==> src/rtl/tile_display_pkg.sv <==
// Shared colour constants, palette lookup and tile-index type for the tile-map renderer.
package tile_display_pkg;

    typedef logic [2:0] tile_t;

    localparam logic [7:0] BLANK_RGB  = 8'b000_000_00;
    localparam logic [7:0] BORDER_RGB = 8'b111_111_11;
    localparam logic [7:0] GRID_RGB   = 8'b001_001_01;
    localparam logic [7:0] CURSOR_RGB = 8'b111_000_11;

    // Fixed 8-entry RGB332 palette.
    function automatic logic [7:0] palette_rgb(input tile_t idx);
        logic [7:0] c;
        c = BLANK_RGB;
        case (idx)
            3'd0: c = 8'b000_000_00;
            3'd1: c = 8'b111_000_00;
            3'd2: c = 8'b000_111_00;
            3'd3: c = 8'b100_100_10;
            3'd4: c = 8'b111_011_10;
            3'd5: c = 8'b111_111_00;
            3'd6: c = 8'b111_101_00;
            3'd7: c = 8'b000_000_11;
            default: c = BLANK_RGB;
        endcase
        return c;
    endfunction

endpackage

==> src/rtl/tile_write_buffer.sv <==
// One-entry pending write register; releases its entry to the map only during vertical blanking.
module tile_write_buffer
    import tile_display_pkg::*;
#(
    parameter int unsigned COLS = 8,
    parameter int unsigned ROWS = 6,
    parameter int unsigned CW   = 3,
    parameter int unsigned RW   = 3
) (
    input  logic          clk,
    input  logic          rst_n,
    input  logic          in_vblank,
    input  logic          wr_valid,
    output logic          wr_ready,
    input  logic [CW-1:0] wr_col,
    input  logic [RW-1:0] wr_row,
    input  tile_t         wr_tile,
    output logic          map_we,
    output logic [CW-1:0] map_col,
    output logic [RW-1:0] map_row,
    output tile_t         map_tile
);

    logic          pend_vld;
    logic [CW-1:0] pend_col;
    logic [RW-1:0] pend_row;
    tile_t         pend_tile;
    logic          commit;
    logic          accept;
    logic          in_range;

    assign commit   = pend_vld && in_vblank;
    assign wr_ready = !pend_vld || commit;
    assign accept   = wr_valid && wr_ready;
    assign in_range = (32'(pend_col) < COLS) && (32'(pend_row) < ROWS);

    // Out-of-range entries are retired like any other commit, just without a map write.
    assign map_we   = commit && in_range;
    assign map_col  = pend_col;
    assign map_row  = pend_row;
    assign map_tile = pend_tile;

    // Pending register: an accept reloads it even in the cycle its old entry commits.
    always_ff @(posedge clk or negedge rst_n) begin
        if (!rst_n) begin
            pend_vld  <= 1'b0;
            pend_col  <= '0;
            pend_row  <= '0;
            pend_tile <= '0;
        end else if (accept) begin
            pend_vld  <= 1'b1;
            pend_col  <= wr_col;
            pend_row  <= wr_row;
            pend_tile <= wr_tile;
        end else if (commit) begin
            pend_vld  <= 1'b0;
        end
    end

endmodule

==> src/rtl/tile_map_display.sv <==
// VGA tile-map renderer: two-stage pipeline from raw counters to a registered RGB332 pixel.
module tile_map_display
    import tile_display_pkg::*;
#(
    parameter int unsigned H_OFFSET     = 144,
    parameter int unsigned V_OFFSET     = 35,
    parameter int unsigned ACT_W        = 640,
    parameter int unsigned ACT_H        = 480,
    parameter int unsigned TILE_W       = 80,
    parameter int unsigned TILE_H       = 80,
    parameter int unsigned COLS         = 8,
    parameter int unsigned ROWS         = 6,
    parameter int unsigned BORDER       = 5,
    parameter int unsigned CUR_T        = 4,
    parameter int unsigned BLINK_FRAMES = 30
) (
    input  logic                    clk,
    input  logic                    rst_n,
    input  logic [9:0]              h_cnt,
    input  logic [9:0]              v_cnt,
    input  logic                    valid,
    input  logic                    wr_valid,
    output logic                    wr_ready,
    input  logic [$clog2(COLS)-1:0] wr_col,
    input  logic [$clog2(ROWS)-1:0] wr_row,
    input  logic [2:0]              wr_tile,
    input  logic                    cur_en,
    input  logic [$clog2(COLS)-1:0] cur_col,
    input  logic [$clog2(ROWS)-1:0] cur_row,
    output logic                    frame_tick,
    output logic [7:0]              rgb
);

    localparam int unsigned CW  = $clog2(COLS);
    localparam int unsigned RW  = $clog2(ROWS);
    localparam int unsigned BCW = (BLINK_FRAMES > 1) ? $clog2(BLINK_FRAMES) : 1;

    localparam logic [9:0] H_OFF      = 10'(H_OFFSET);
    localparam logic [9:0] V_OFF      = 10'(V_OFFSET);
    localparam logic [9:0] VB_START   = 10'(V_OFFSET + ACT_H);
    localparam logic [9:0] BRD        = 10'(BORDER);
    localparam logic [9:0] X_BRD_HI   = 10'(ACT_W - BORDER);
    localparam logic [9:0] Y_BRD_HI   = 10'(ACT_H - BORDER);
    localparam logic [9:0] TW         = 10'(TILE_W);
    localparam logic [9:0] TH         = 10'(TILE_H);
    localparam logic [9:0] CUR_LO     = 10'(CUR_T);
    localparam logic [9:0] CUR_X_HI   = 10'(TILE_W - CUR_T);
    localparam logic [9:0] CUR_Y_HI   = 10'(TILE_H - CUR_T);
    localparam logic [9:0] COLS_L     = 10'(COLS);
    localparam logic [9:0] ROWS_L     = 10'(ROWS);
    localparam logic [BCW-1:0] BLINK_LAST = BCW'(BLINK_FRAMES - 1);

    // Tile map storage.
    tile_t map [ROWS][COLS];

    // Screen-space decode of the incoming counters.
    logic [9:0] x, y, col, row, px, py;
    logic       in_vblank;
    logic       border_hit, grid_hit, edge_hit, cursor_hit;

    // Blink / frame state.
    logic           in_vblank_q;
    logic           blink_on;
    logic [BCW-1:0] blink_cnt;

    // Stage-1 registers.
    logic       s1_valid, s1_border, s1_grid, s1_cursor;
    logic [9:0] s1_col, s1_row;

    // Stage-2 read and pixel selection.
    tile_t      map_rd;
    logic       s1_in_map;
    logic [7:0] pix_next;

    // Write path from the pending buffer.
    logic          map_we;
    logic [CW-1:0] map_col;
    logic [RW-1:0] map_row;
    tile_t         map_tile;

    assign in_vblank = (v_cnt < V_OFF) || (v_cnt >= VB_START);

    // Counter-to-tile decode and per-pixel hit flags for stage 1.
    always_comb begin
        x          = h_cnt - H_OFF;
        y          = v_cnt - V_OFF;
        col        = x / TW;
        px         = x % TW;
        row        = y / TH;
        py         = y % TH;
        border_hit = (x < BRD) || (x >= X_BRD_HI) || (y < BRD) || (y >= Y_BRD_HI);
        grid_hit   = (px == '0) || (py == '0);
        edge_hit   = (px < CUR_LO) || (px >= CUR_X_HI) || (py < CUR_LO) || (py >= CUR_Y_HI);
        cursor_hit = cur_en && blink_on && (col == 10'(cur_col)) && (row == 10'(cur_row)) && edge_hit;
    end

    tile_write_buffer #(
        .COLS (COLS),
        .ROWS (ROWS),
        .CW   (CW),
        .RW   (RW)
    ) u_wbuf (
        .clk       (clk),
        .rst_n     (rst_n),
        .in_vblank (in_vblank),
        .wr_valid  (wr_valid),
        .wr_ready  (wr_ready),
        .wr_col    (wr_col),
        .wr_row    (wr_row),
        .wr_tile   (wr_tile),
        .map_we    (map_we),
        .map_col   (map_col),
        .map_row   (map_row),
        .map_tile  (map_tile)
    );

    // Map update; commits only arrive during vblank, so active pixels never see a change.
    always_ff @(posedge clk or negedge rst_n) begin
        if (!rst_n) begin
            for (int unsigned r = 0; r < ROWS; r++) begin
                for (int unsigned c = 0; c < COLS; c++) begin
                    map[r][c] <= '0;
                end
            end
        end else if (map_we) begin
            map[map_row][map_col] <= map_tile;
        end
    end

    // Stage 1: register the decoded flags and tile coordinates.
    always_ff @(posedge clk or negedge rst_n) begin
        if (!rst_n) begin
            s1_valid  <= 1'b0;
            s1_border <= 1'b0;
            s1_grid   <= 1'b0;
            s1_cursor <= 1'b0;
            s1_col    <= '0;
            s1_row    <= '0;
        end else begin
            s1_valid  <= valid;
            s1_border <= border_hit;
            s1_grid   <= grid_hit;
            s1_cursor <= cursor_hit;
            s1_col    <= col;
            s1_row    <= row;
        end
    end

    assign s1_in_map = (s1_col < COLS_L) && (s1_row < ROWS_L);
    assign map_rd    = map[s1_row[RW-1:0]][s1_col[CW-1:0]];

    // Stage 2 pixel priority: blank, border, grid, cursor, off-map, tile colour.
    always_comb begin
        pix_next = BLANK_RGB;
        if (!s1_valid)      pix_next = BLANK_RGB;
        else if (s1_border) pix_next = BORDER_RGB;
        else if (s1_grid)   pix_next = GRID_RGB;
        else if (s1_cursor) pix_next = CURSOR_RGB;
        else if (!s1_in_map) pix_next = BLANK_RGB;
        else                pix_next = palette_rgb(map_rd);
    end

    // Stage 2 output register.
    always_ff @(posedge clk or negedge rst_n) begin
        if (!rst_n) rgb <= '0;
        else        rgb <= pix_next;
    end

    // Vblank-entry pulse and cursor blink phase counter.
    always_ff @(posedge clk or negedge rst_n) begin
        if (!rst_n) begin
            in_vblank_q <= 1'b0;
            frame_tick  <= 1'b0;
            blink_cnt   <= '0;
            blink_on    <= 1'b1;
        end else begin
            in_vblank_q <= in_vblank;
            frame_tick  <= in_vblank && !in_vblank_q;
            if (frame_tick) begin
                if (blink_cnt == BLINK_LAST) begin
                    blink_cnt <= '0;
                    blink_on  <= !blink_on;
                end else begin
                    blink_cnt <= blink_cnt + 1'b1;
                end
            end
        end
    end

endmodule

==> config.mk <==
export PLATFORM = sky130hd
export DESIGN_NAME = tile_map_display
export DESIGN_NICKNAME = d
export VERILOG_FILES = /design/src/rtl/tile_display_pkg.sv /design/src/rtl/tile_write_buffer.sv /design/src/rtl/tile_map_display.sv
export SDC_FILE = /design/constraint.sdc
export NUM_CORES = 1
export LEC_CHECK = 0
export CAP_MARGIN = 20
export CORE_ASPECT_RATIO = 0.6
export CORE_MARGIN = 2
export CORE_UTILIZATION = 49
export CTS_CLUSTER_DIAMETER = 50
export DETAILED_ROUTE_END_ITERATION = 10
export PLACE_DENSITY = 0.7
export RECOVER_POWER = 25
export SYNTH_ARGS = -nofsm -noshare
export SYNTH_HDL_FRONTEND = slang
export SYNTH_SLANG_ARGS = --single-unit
==> constraint.sdc <==
create_clock -name clk -period 2.6 [get_ports clk]
set_input_delay 0.65 -clock clk [delete_from_list [all_inputs] [get_ports clk]]
set_output_delay 0.65 -clock clk [all_outputs]
set_load 0.1 [all_outputs]
-- After elaboration in Yosys (flattened, before gate mapping)
Memory sizes are Yosys's and may differ from the RTL's.
Index checks and enable logic that the tools add are counted.
- add/subtract/negate cells: 3
- div/mod/pow operators: 4
- order comparisons: 19
- equal/unequal tests: 3
- mux-type cells: 19
- bitwise gates (word level): 4
- reductions and logical operators: 27
- operators with widths (cell ; number):
    $bwmux 144 ; 1
    $bmux 24 s3 ; 1
    $demux 24 s3 ; 1
    $mux 24 ; 3
    $lt 10x3->1 const B ; 5
    $mux 8 ; 5
    $div 10x7->10 const B ; 2
    $eq 10x3->1 ; 2
    $ge 10x10->1 const B ; 2
    $ge 10x7->1 const B ; 2
    $logic_not 10->1 ; 2
    $mod 10x7->10 const B ; 2
    $ge 4x4->1 const B ; 4
    $not 3->4 ; 4
    $logic_and 1x1->1 ; 11
    $ge 10x9->1 const B ; 1
    $lt 10x4->1 const B ; 1
    $lt 10x6->1 const B ; 1
    $sub 10x6->10 const B ; 1
    $sub 10x8->10 const B ; 1
    $bmux 3 s3 ; 1
    $demux 3 s3 ; 1
    $logic_or 1x1->1 ; 9
    $mux 3 ; 3
    9 further kinds ; 13
- bits in registers: 194
- bits in read-only memories: 64
- input port bits: 40
- output and inout bits: 10
- word-level logic and storage cells: 143
- memories kept: 1
- memories (memory ; depth ; width ; read ports ; clocked after memory_dff ; wr ports ; line ; source):
    (no name shown) ; 8 ; 8 ; 1 ; 0 ; 0 ; tile_display_pkg.sv:15 ; case (idx)

-- Depth between registers and ports, before layout
Gate-level depths: netlist (run 1).
An unclocked memory read counts as a cell.
- word-level depth: 13
- mapped depth: 13
- gate-level depth less buffers: 11

-- Cells and area by module
From an unflattened synthesis (run 1), not the netlist that was laid out.
- cell total of the unflattened synthesis: 903
- area, all modules: 10344.9 µm²
- modules (own cells, without submodules) (module ; times used ; cells each ; area each (µm²) ; seq. area each (µm²)):
    tile_map_display ; 1 ; 879 ; 9909.5 ; 4305.4
    tile_write_buffer ; 1 ; 24 ; 435.4 ; 250.2

-- Least setup slack after synthesis (run 1)
Ideal clock, no wire load.
- path kind: in2reg
- start: in v_cnt[0]
- end: reg u_wbuf.pend_col[0], in the netlist u_wbuf.map_col[0]
- library setup time: 125 ps
- data arrival time: 3394 ps
- required time: 2475 ps
- path slack: -919 ps
- stages on the path: 8
- path buffers: 1
- cell sequence: ha_1 -> buf_2 -> o41ai_4 -> a21oi_1 -> a41oi_2 -> nand2b_1 -> nand2_1 -> mux2_2
- longest elaborated chain between the ends: 5
- elaborated cells between the ends (all ways): 6
- those cells by class: order compare: 2; reduce/logical: 4
- RTL lines (what ; line ; source):
    start: declaration ; tile_map_display.sv:20 ; input logic [9:0] v_cnt,
    $lt 10x6->1 or $ge 10x10->1 (tied branches) ; tile_map_display.sv:81 ; assign in_vblank = (v_cnt < V_OFF) || (v_cnt >= VB_START);
    $logic_or 1x1->1 (*) ; tile_map_display.sv:81 ;
    named net in_vblank ; tile_map_display.sv:58 ; logic in_vblank;
    $logic_and 1x1->1 (*) ; tile_write_buffer.sv:32 ; assign commit = pend_vld && in_vblank;
    $logic_or 1x1->1 (*) ; tile_write_buffer.sv:33 ; assign wr_ready = !pend_vld || commit;
    named net wr_ready ; tile_map_display.sv:23 ; output logic wr_ready,
    $logic_and 1x1->1 (*) ; tile_write_buffer.sv:34 ; assign accept = wr_valid && wr_ready;
    end signal: assignment ; tile_write_buffer.sv:52 ; pend_col <= wr_col;
    end: declaration ; tile_write_buffer.sv:25 ; logic [CW-1:0] pend_col;
The timed path passes the listed nets; every way through them passes the cells marked *.
A chain may end at the register's enable or synchronous reset.

-- Worst setup path in the final report (run 1)
- start: reg s1_row[0]
- end: reg rgb[1]
- longest elaborated chain between the ends: 13
- elaborated cells between the ends (all ways): 15
- those cells by class: order compare: 1; mux: 11; bitwise: 1; reduce/logical: 1; memory: 1
- RTL lines (what ; line ; source):
    start: declaration ; tile_map_display.sv:68 ; logic [9:0] s1_col, s1_row;
    start signal: assignment ; tile_map_display.sv:145 ; s1_row <= row;
    $not 3->4 (not written as such) ; tile_map_display.sv:150 ; assign map_rd = map[s1_row[RW-1:0]][s1_col[CW-1:0]];
    $bmux 24 s3 ; tile_map_display.sv:150 ;
    $mux 24 (not written as such) (2 in series) ; tile_map_display.sv:150 ;
    $bmux 3 s3 ; tile_map_display.sv:150 ;
    $mux 3 (not written as such) (2 in series) ; tile_map_display.sv:150 ;
    $mem_v2 8x8 ; - ;
    $mux 8 (*) ; tile_map_display.sv:159 ; else if (!s1_in_map) pix_next = BLANK_RGB;
    $mux 8 (*) ; tile_map_display.sv:158 ; else if (s1_cursor) pix_next = CURSOR_RGB;
    $mux 8 (*) ; tile_map_display.sv:157 ; else if (s1_grid) pix_next = GRID_RGB;
    $mux 8 (*) ; tile_map_display.sv:156 ; else if (s1_border) pix_next = BORDER_RGB;
    $mux 8 (*) ; tile_map_display.sv:155 ; if (!s1_valid) pix_next = BLANK_RGB;
    named net pix_next[1] ; tile_map_display.sv:73 ; logic [7:0] pix_next;
    end signal: assignment ; tile_map_display.sv:166 ; else rgb <= pix_next;
    end: declaration ; tile_map_display.sv:31 ; output logic [7:0] rgb
The timed path passes the listed nets; every way through them passes the cells marked *. The select of a mux whose other input is x is not followed.

==> impl_results.md, run 1 <==
* Final Hold Viols at 0
* Post-synth ARST share at between 90% and 100%
* Clock power frac at 28.5%
* Syn nets at 926
* Synthesized area at about 0.01 mm²
* Final HPWL DP at 19500 µm
* Area contributors post-synth: dfrtp_1, mux2_2, mux4_2
* DP Cell Count at between 1k and 1.5k
* Port Buffers at 49
* Buffers & Inverters on Critical Path at 4
* Slew Limit Fails at 58
* Worst reg2reg path endpoint: rgb[1]
* Sequential-to-total area share from yosys stat at 44.9%
* Data arrival time of the critical path at about 3100 ps
* Post-synthesis simple-gate area fraction at 11.8%
* Max Root-Sink Buffers at 2
* Worst Setup Start Kind: flop
* Hold buffers post-CTS at 0
* Power Density at 705 mW/mm²
* DRC violations left at 0
* Initial antenna violation count at 0
* Layout Skew at 6.19 ps
* Share of layout cells above drive strength 1 at 49.8%
* CTS tree: yes
* Pwr Total at approximately 9500 µW
* Adder-cell area share of the yosys netlist at about 1.7%
* Layout Cells excl Fill at 1346
* Drt wl/cell at between 20 and 25 µm
* Largest family of logic cells by synthesized area: multiplexers
* Initial DRC count at around 610
* Worst R2R Setup Slack at -220 ps
* Die Span X at between 150 and 200 µm
* Clk sinks at 182
* Post-Synth XOR/XNOR Area at 1.73%
* Mux contribution to synthesized area at around 26%
* Max incr delay on CP at 510 ps
* Most used cell, CP: buf_12
* Hold path cells at 1
* Actual slew at the worst max-slew pin at between 1500 and 2000 ps
* CTS buffer count at 17
* Antenna-violating nets left at 0
* Area of the multi-input gates at 0.00597 mm²
* Top FF cell, synth: dfrtp_1
* Worst-skew pair later-pin latency at 430 ps
* Worst Reg2Reg Path Length in Cells at 13
* CP max-delay cell: mux4_2
* Int Pwr at 6580 µW
* Cell family with most CP delay: multiplexers
* Die Y at 115 µm
* FF+latch count, synth at 182
* Sequential cell fraction of total power at 40.5%
* H-tree Lvls at 4
* Crit Path Class: reg2reg
* WP data required at 2900 ps
* Maximum vdd drop at 522 µV
* Vias in the first global route at 7845
* Diodes inserted at 0
* Failing checks: capacitance limit, slew limit, setup timing
* Nets at 1111
* Synth top area share at 44.7%
* Largest net degree at the start of global routing at 59
* Reg area at 0.00456 mm²
* CP Cell Sequence: buf_12 -> buf_12 -> mux4_2 -> o22ai_2 -> nor3_2 -> or3_1 -> nand3_2 -> inv_2 -> buf_4 -> ha_2 -> mux2_2 -> nand2_1 -> a21oi_1
* Overall routing resource usage at 25.7%
* End point of the worst hold path: frame_tick
* Die area at 0.0219 mm²
* CP endpoint kind: flop
* Largest area contributor in the netlist: dfrtp_1
* Worst r2r src: s1_row[0]
* Via Count at 7918
* Core Box Area at 0.0202 mm²
* Synth Area in Compound Gates at approximately a tenth
* DR pass1 iterations at 5
* Sw Pwr at 2950 µW
* Clk slew on worst S/H paths at roughly 70 ps
* Yosys Warn Count at 0
* Sw frac at a little under a third
* Final Core Density at approximately two thirds
* EDFF count, synth at 0
* RSZ-0062 raised after global routing: yes
* Post-Route WL at 27500 µm
* Fin Hold WS at a little over 400 ps
* Distinct cells, synth at 81
* Final TNS setup at -942 ps
* Total grt overflow at 0
* Logic pwr share at 31.0%
* Status: complete, but fails checks
* First-pass GRT wire length at about 43000 µm
* Fillers at 1449
* Via-to-Cell Ratio at 5.88
* Row count at 40
* GPL Wtd Cong at 0.912
* Max-Slew Margin vs Limit at -3.74%
* Root buf cell: clkbuf_16
* Area added between synthesis and finish at 33.3%
* Final setup vio count at 9
* I/O pin total at 50
* Initial Util at 50.3%
* Tcrit/Tclk final at 108%
* Synth Area per Inst at around 12 µm²
* Hold Path Origin: in_vblank_q
* Final WS setup at -215 ps
* Min-delay worst type: reg2reg
* Tmin final at 2820 ps
* Fmax at 355 MHz
* Lkg Pwr at around 0.006 µW
* Synth Instances at 875
* Max FO, Critical Path at 5
* Max_cap viols at 1
==> cell usage after synthesis, drive strengths merged, types with 12 or more instances <==
cell type,number
dfrtp,181
mux2,156
nand2,63
nor2,62
clkbuf,37
mux4,36
o21ai,29
nor3,27
buf,22
inv,21
a21oi,20
o22ai,18
xnor2,14
nand3,12
==> power groups by stage <==
stage | Combinational, µW | Sequential [µW] | Clock (µW)
2_1_floorplan | 1680 | 3800 | 0
3_3_place_gp | 2500 | 3840 | 0
3_5_place_dp | 2580 | 3870 | 0
4_1_cts | 2760 | 3830 | 2750
5_1_grt | 3150 | 3920 | 2870
6_report | 2950 | 3860 | 2720
==> worst max path at each step <==
stage                          from  endpoint  slack, ps  depth (start not counted)
final                     s1_row[0]    rgb[1]       -220                         13
after global routing      s1_row[0]    rgb[1]       -300                         13
after CTS                 s1_row[0]    rgb[4]       -190                         12
after detailed placement   v_cnt[0]   map[45]      -1020                         10
after global placement     v_cnt[0]   map[93]      -1000                         10
after floorplan            v_cnt[0]  map[100]       -290                         11
==> cell type report <==
cell class,instances,share of cell area (%)
Multi-Input combinational cell,613,44.1
Sequential cell,182,33.7
Timing Repair Buffer,225,14.4
Clock buffer,20,3.38
Tap cell,273,2.53
Clock inverter,12,1.22
Inverter,21,0.583
==> cells in the final DEF, fill, tap and decap left out, types with 9 or more instances in the layout <==
cell type	instances
inv_1	16
mux2_4	20
nor2_2	9
o22ai_1	13
nor2_1	39
nand2_1	60
xnor2_1	14
mux2_2	136
buf_6	20
a21oi_1	14
mux4_2	36
buf_4	155
dfrtp_1	180
nor3_1	15
nor3_2	9
clkdlybuf4s50_1	22
nor2_4	14
o21ai_0	19
clkbuf_16	17
==> per-stage QoR <==
stage	worst slack, ps	instance area, µm²
finish	-215	13500
global route	-295	13500
CTS	-190	13200
detailed placement	-1020	12000
global placement	-997	12000
floorplan	-290	10300
==> worst reg2reg max path, cell delays in order (launching register included) <==
cell,delay (ps)
dfrtp_2,420
buf_12,150
buf_12,120
mux4_2,520
o22ai_2,160
nor3_2,80
or3_1,370
nand3_2,100
inv_2,60
buf_4,150
ha_2,190
mux2_2,270
nand2_1,70
a21oi_1,60
==> sequential cells by signal, indices dropped and copies added (netlist names) <==
| name | count |
|---|---|
| blink_cnt | 5 |
| blink_on | 1 |
| frame_tick | 1 |
| in_vblank_q | 1 |
| map | 144 |
| rgb | 8 |
| s1_border | 1 |
| s1_col | 4 |
| s1_cursor | 1 |
| s1_grid | 1 |
| s1_row | 4 |
| s1_valid | 1 |
| u_wbuf.map_col | 3 |
| u_wbuf.map_row | 3 |
| u_wbuf.map_tile | 3 |
| u_wbuf.pend_vld | 1 |
==> kinds of logic (layout without fill, tap and decap cells) <==
family          Yosys count  after routing
fa+ha+maj                14             14
xor+xnor                 20             20
simple gates            236            236
mux                     197            197
compound gates          146            146
flops                   182            182
buf+inv                  80            278
==> metal layers <==
metal  routed length, µm  GRT usage [%]
met1               13800           41.3
met2               11600           35.1
met3                1930           6.75
met4                 178           4.50
met5                   0              0
==> timing repair <==
action / CTS / global route
cloned: 1 / 0
pin swaps: 49 / 37
resized for setup: 124 / 73
endpoints found under the hold margin: 0 / 0
setup endpoints to repair: 168 / 106
setup buffers: 20 / 12
(Power assumes the default switching activity.)
==> inputs of run 2 (changes only) <==
--- a/config.mk
+++ b/config.mk
@@ -7,7 +7,7 @@
 export LEC_CHECK = 0
 export CAP_MARGIN = 20
 export CORE_ASPECT_RATIO = 0.6
-export CORE_MARGIN = 2
+export CORE_MARGIN = 1.5
 export CORE_UTILIZATION = 49
 export CTS_CLUSTER_DIAMETER = 50
 export DETAILED_ROUTE_END_ITERATION = 10
==> impl_results.md, run 2 (synthesized netlist as in run 1, its figures left out) <==
* Status: complete, but fails checks
* Failing checks: setup timing
* DRC violations left at 0
* CP endpoint kind: flop
* Clk slew on worst S/H paths at approximately 70 ps
* H-tree Lvls at 4
* Max Root-Sink Buffers at 2
* Largest registers: map x144, rgb x8, blink_cnt x5
* Sw Pwr at between 3000 and 4000 µW
* Int Pwr at 6690 µW
* Data arrival time of the critical path at 3190 ps
* Lkg Pwr at just over 0.006 µW
* Final Hold Viols at 0
* Buffers & Inverters on Critical Path at 2
* Share of layout cells above drive strength 1 at ~51%
* Clk sinks at roughly 180
* GPL Wtd Cong at around 0.9
* Sw frac at between 30% and 40%
* Most frequent cells in the layout: dfrtp_1, buf_4, mux2_2
* Largest net degree at the start of global routing at 66
* Final Core Density at 69.1%
* CTS buffer count at 17
* Fillers at 1403
* Min-delay worst type: reg2reg
* Final HPWL DP at 19200 µm
* Port Buffers at 49
* Die Span X at ~190 µm
* CP Cell Sequence: buf_6 -> buf_12 -> mux4_2 -> o22ai_2 -> nor3_1 -> nor3_2 -> a211o_1 -> ha_4 -> mux2_2 -> nor4_2 -> o21a_1
* I/O pin total at 50
* Leading cell type in the layout, fill and taps excluded: dfrtp_1
* Worst Setup Start Kind: flop
* Logic pwr share at 32.3%
* DR pass1 iterations at 5
* Total grt overflow at 0
* DP Cell Count at 1284
* Die area at 0.0216 mm²
* Layout Skew at about 14 ps
* Max-Slew Margin vs Limit at 12.7%
* Cell family with most CP delay: multiplexers
* Tcrit/Tclk final at 108%
* Overall routing resource usage at 26.8%
* Max incr delay on CP at 540 ps
* Place WS at -1020 ps
* Layout Cells excl Fill at between 1k and 1.5k
* Core Box Area at 0.0201 mm²
* Vias in the first global route at 7848
* Fmax at 355 MHz
* Row count at 40
* Antenna-violating nets left at 0
* Max FO, Critical Path at 11
* Initial DRC count at 658
* Initial antenna violation count at 0
* RSZ-0062 raised after global routing: yes
* Area added between synthesis and finish at 37.2%
* Worst R2R Setup Slack at -220 ps
* Initial Util at 50.4%
* Worst-skew pair later-pin latency at 440 ps
* Max_cap viols at 0
* WP data required at 2970 ps
* Slew Limit Fails at 0
* Diodes inserted at 0
* Final WS setup at -219 ps
* Die Y at 114 µm
* Post-Route WL at 29400 µm
* Drt wl/cell at around 22 µm
* Nets at between 1k and 1.5k
* Max reg flops at approximately 140
* Power Density at between 600 and 700 mW/mm²
* Root buf cell: clkbuf_16
* Via-to-Cell Ratio at 5.98
* Crit Path Class: reg2reg
* Hold buffers post-CTS at 0
* Via Count at 8099
* Final setup vio count at between 40 and 50
* Actual slew at the worst max-slew pin at 1310 ps
* Clock power frac at 27.7%
* Maximum vdd drop at 595 µV
* CTS tree: yes
* CP max-delay cell: mux4_2
* Tmin final at 2820 ps
* First-pass GRT wire length at 44400 µm
* Sequential cell fraction of total power at between 40% and 50%
* Top reg by flops: map
==> run 2: per-stage QoR <==
step | cell area (µm²) | hold WS, ps | power [µW] | setup TNS, ps
final | 13900 | 405 | 9700 | -1770
after detailed placement | 12100 | 391 | 6490 | -140330
after global placement | 12100 | 388 | 6390 | -132660
after global routing | 13900 | 421 | 10100 | -7010
after CTS | 13300 | 192 | 9330 | -879
after floorplan | 10300 | 354 | 5480 | -37400
==> run 2: power groups by stage <==
stage	Combinational [µW]	Clock, µW	Sequential (µW)
2_1_floorplan	1680	0	3800
3_3_place_gp	2550	0	3830
3_5_place_dp	2620	0	3870
4_1_cts	2800	2690	3840
5_1_grt	3320	2840	3940
6_report	3130	2690	3880
==> run 2: timing repair <==
item | 4_1_cts | 5_1_grt
endpoints found under the setup margin | 168 | 137
buffers inserted | 22 | 18
pin swaps | 34 | 49
gates resized for setup | 144 | 130
==> run 2: final timing paths <==
check / from / end / cells after the start
max: s1_row[0] / rgb[4] / 11
min: in_vblank_q / frame_tick / 1
max reg2reg: s1_row[0] / rgb[4] / 11
min reg2reg: in_vblank_q / frame_tick / 1
max in group asynchronous: rst_n / s1_row[0] / 2
min in group asynchronous: rst_n / map[27] / 1
==> run 2: cell type report <==
| type | count | area, µm² | share of cell area (%) |
|---|---|---|---|
| Sequential cell | 182 | 4560 | 32.8 |
| Multi-Input combinational cell | 613 | 6260 | 45.0 |
| Tap cell | 273 | 342 | 2.46 |
| Inverter | 21 | 82.6 | 0.594 |
| Clock inverter | 10 | 145 | 1.04 |
| Timing Repair Buffer | 234 | 2060 | 14.8 |
| Clock buffer | 22 | 464 | 3.34 |
==> run 2: worst reg2reg max path: stages (launching register included) <==
cell     delay [ps]
dfrtp_2         400
buf_6           140
buf_12          150
mux4_2          550
o22ai_2         190
nor3_1           90
nor3_2          210
a211o_1         250
ha_4            240
mux2_2          260
nor4_2          130
o21a_1          150
==> run 2: metal layers <==
metal	vias to the layer above	global-route usage, %	wire [µm]
met2	277	38.7	13000
met3	29	5.98	1870
met5	-	0	0
li1	3638	-	-
met1	4155	41.1	14200
met4	0	5.87	278
==> inputs of run 3 (changes only) <==
--- a/config.mk
+++ b/config.mk
@@ -15,4 +15,5 @@
 export RECOVER_POWER = 25
 export SYNTH_ARGS = -nofsm -noshare
 export SYNTH_HDL_FRONTEND = slang
+export SYNTH_HIERARCHICAL = 1
 export SYNTH_SLANG_ARGS = --single-unit
==> impl_results.md, run 3 <==
* Status: complete, but fails checks
* Failing checks: setup timing
* Sw frac at 32.4%
* Synth Area per Inst at 11.5 µm²
* Die area at 0.0220 mm²
* Worst reg2reg path endpoint: rgb[1]
* CP max-delay cell: dfrtp_2
* Initial antenna violation count at 0
* H-tree Lvls at 4
* CTS buffer count at 17
* Core Box Area at just over 0.02 mm²
* Vias in the first global route at 8276
* CP endpoint kind: flop
* Hold path cells at 1
* Area added between synthesis and finish at 41.3%
* Most frequent cells in the layout: dfrtp_1, buf_4, mux2_4
* DP Cell Count at around 1.3k
* Final setup vio count at 120
* Layout Skew at 8.85 ps
* Max incr delay on CP at 570 ps
* Min-delay worst type: reg2reg
* CTS tree: yes
* FF+latch count, synth at 182
* Leading cell type in the layout, fill and taps excluded: dfrtp_1
* Layout Cells excl Fill at roughly 1.4k
* Int Pwr at roughly 6800 µW
* Antenna-violating nets left at 0
* Max-Slew Margin vs Limit at 23.7%
* Port Buffers at roughly 50
* RSZ-0062 raised after global routing: yes
* Top FF cell, synth: dfrtp_1
* Diodes inserted at 0
* Row count at 40
* Hold buffers post-CTS at 0
* Total grt overflow at 0
* GPL Wtd Cong at 0.947
* Distinct cells, synth at 85
* Max_cap viols at 0
* Post-synth ARST share at 100%
* Slew Limit Fails at 0
* EDFF count, synth at 0
* Actual slew at the worst max-slew pin at 1140 ps
* Logic pwr share at ~34%
* Data arrival time of the critical path at approximately 3300 ps
* Max reg flops at 144
* Power Density at between 600 and 700 mW/mm²
* Clk sinks at 182
* Area contributors post-synth: dfrtp_1, mux2_2, mux4_2
* Fmax at 335 MHz
* DRC violations left at 0
* Drt wl/cell at between 20 and 25 µm
* Largest net degree at the start of global routing at 76
* Worst Setup Start Kind: flop
* Sequential cell fraction of total power at between 30% and 40%
* Fin Hold WS at 407 ps
* CP Launch Point: s1_row[0]
* Yosys Warn Count at 6
* Tmin final at between 2000 and 3000 ps
* Via Count at 8374
* Worst Reg2Reg Path Length in Cells at 11
* Worst R2R Setup Slack at -390 ps
* Cell family with most CP delay: multiplexers
* End point of the worst hold path: frame_tick
* Synth top cells by count: dfrtp_1, mux2_2, nor2_1
* Final Hold Viols at 0
* Final TNS setup at -11310 ps
* Worst r2r src: s1_row[0]
* Clk slew on worst S/H paths at 70 ps
* Clock power frac at a little over a quarter
* WP data required at ~2900 ps
* Root buf cell: clkbuf_16
* Buffers & Inverters on Critical Path at 2
* Most numerous cell in the Yosys netlist: dfrtp_1
* Share of layout cells above drive strength 1 at 53.3%
* Synth top area share at between 40% and 50%
* Hold Path Origin: in_vblank_q
* Overall routing resource usage at 28.3%
* Final WS setup at -386 ps
* CP Cell Sequence: clkbuf_16 -> mux2i_1 -> a221oi_2 -> o22ai_2 -> mux4_2 -> or2_4 -> ha_4 -> buf_4 -> mux2_4 -> nand2_2 -> a21oi_1
* Largest area contributor in the netlist: dfrtp_1
* Synth Instances at 903
* Max Root-Sink Buffers at 2
* DR pass1 iterations at 5
* Pwr Total at 10000 µW
* Die Y at 116 µm
* Sequential-to-total area share from yosys stat at between 40% and 50%
* Post-Route WL at about 30000 µm
* Top reg by flops: map
* Initial Util at 50.8%
* Die Span X at 191 µm
* First-pass GRT wire length at 47300 µm
* Crit Path Class: reg2reg
* Max FO, Critical Path at 6
* Worst-skew pair later-pin latency at 430 ps
* Nets at 1156
* Fillers at about 1.3k
* Lkg Pwr at 0.00672 µW
* Sw Pwr at 3250 µW
* Largest registers: map x144, rgb x8, blink_cnt x5
* Maximum vdd drop at 514 µV
* I/O pin total at 50
* Syn nets at 953
* Synthesized area at 0.0103 mm²
* Tcrit/Tclk final at 115%
* Initial DRC count at between 600 and 700
* Final HPWL DP at roughly 20000 µm
* Via-to-Cell Ratio at 6.02
## run 3: stage by stage
stage / instance area [µm²] / util, % / worst slack [ps]
after floorplan: 10900 / - / -414
after global placement: 12500 / 61.6 / -1080
after detailed placement: 12500 / 61.6 / -1150
after CTS: 14300 / 70.3 / -398
after global routing: 14600 / 71.8 / -450
final: 14600 / 71.8 / -386
## run 3: layout make-up
| cell class | count | area, µm² | area share (%) |
|---|---|---|---|
| multi-input combinational | 641 | 6840 | 46.8 |
| sequential | 182 | 4560 | 31.2 |
| timing repair buffer | 243 | 2190 | 15.0 |
| clock buffer | 20 | 447 | 3.06 |
| tap | 273 | 342 | 2.34 |
| clock inverter | 12 | 168 | 1.15 |
| inverter | 21 | 78.8 | 0.539 |
## run 3: worst max-delay path by stage
| stage | to | depth (start not counted) | slack, ps |
|---|---|---|---|
| after floorplan | rgb[4] | 13 | -410 |
| final | rgb[1] | 11 | -390 |
| after detailed placement | s1_cursor | 11 | -1150 |
| after CTS | rgb[4] | 10 | -400 |
| after global placement | s1_cursor | 10 | -1080 |
| after global routing | rgb[7] | 12 | -450 |
## run 3: kinds of logic after synthesis
kind of cell	count (synthesis)	synth area share (%)
buffers and inverters	80	3.34
XOR/XNOR	22	1.86
flip-flops	182	44.0
multiplexers	207	25.8
AO/OA/AOI/OAI	159	11.4
adder cells (fa/ha/maj)	10	1.21
AND/OR/NAND/NOR	243	12.4
## run 3: repair_timing
action | 4_1_cts | 5_1_grt
setup buffers | 29 | 13
gates resized for setup | 222 | 59
gates cloned | 1 | 1
endpoints found under the setup margin | 168 | 155
pin swaps | 65 | 48
hold endpoints to repair | 0 | 0
## run 3: layer usage
metal  global-route usage (%)  part of all wire [%]  vias to the layer above
met5                        0                     0                        -
met4                     4.72                  0.54                        0
met3                     8.30                   8.7                       15
met2                     37.9                    42                      301
met1                     44.9                    49                     4256
li1                         -                     -                     3802
## run 3: power groups by stage
stage / Sequential, µW / Combinational [µW] / Clock, µW
floorplan: 3820 / 1900 / 0
global route: 3970 / 3610 / 2860
finish: 3910 / 3400 / 2710
global placement: 3870 / 2790 / 0
CTS: 3880 / 3230 / 2740
detailed placement: 3890 / 2850 / 0
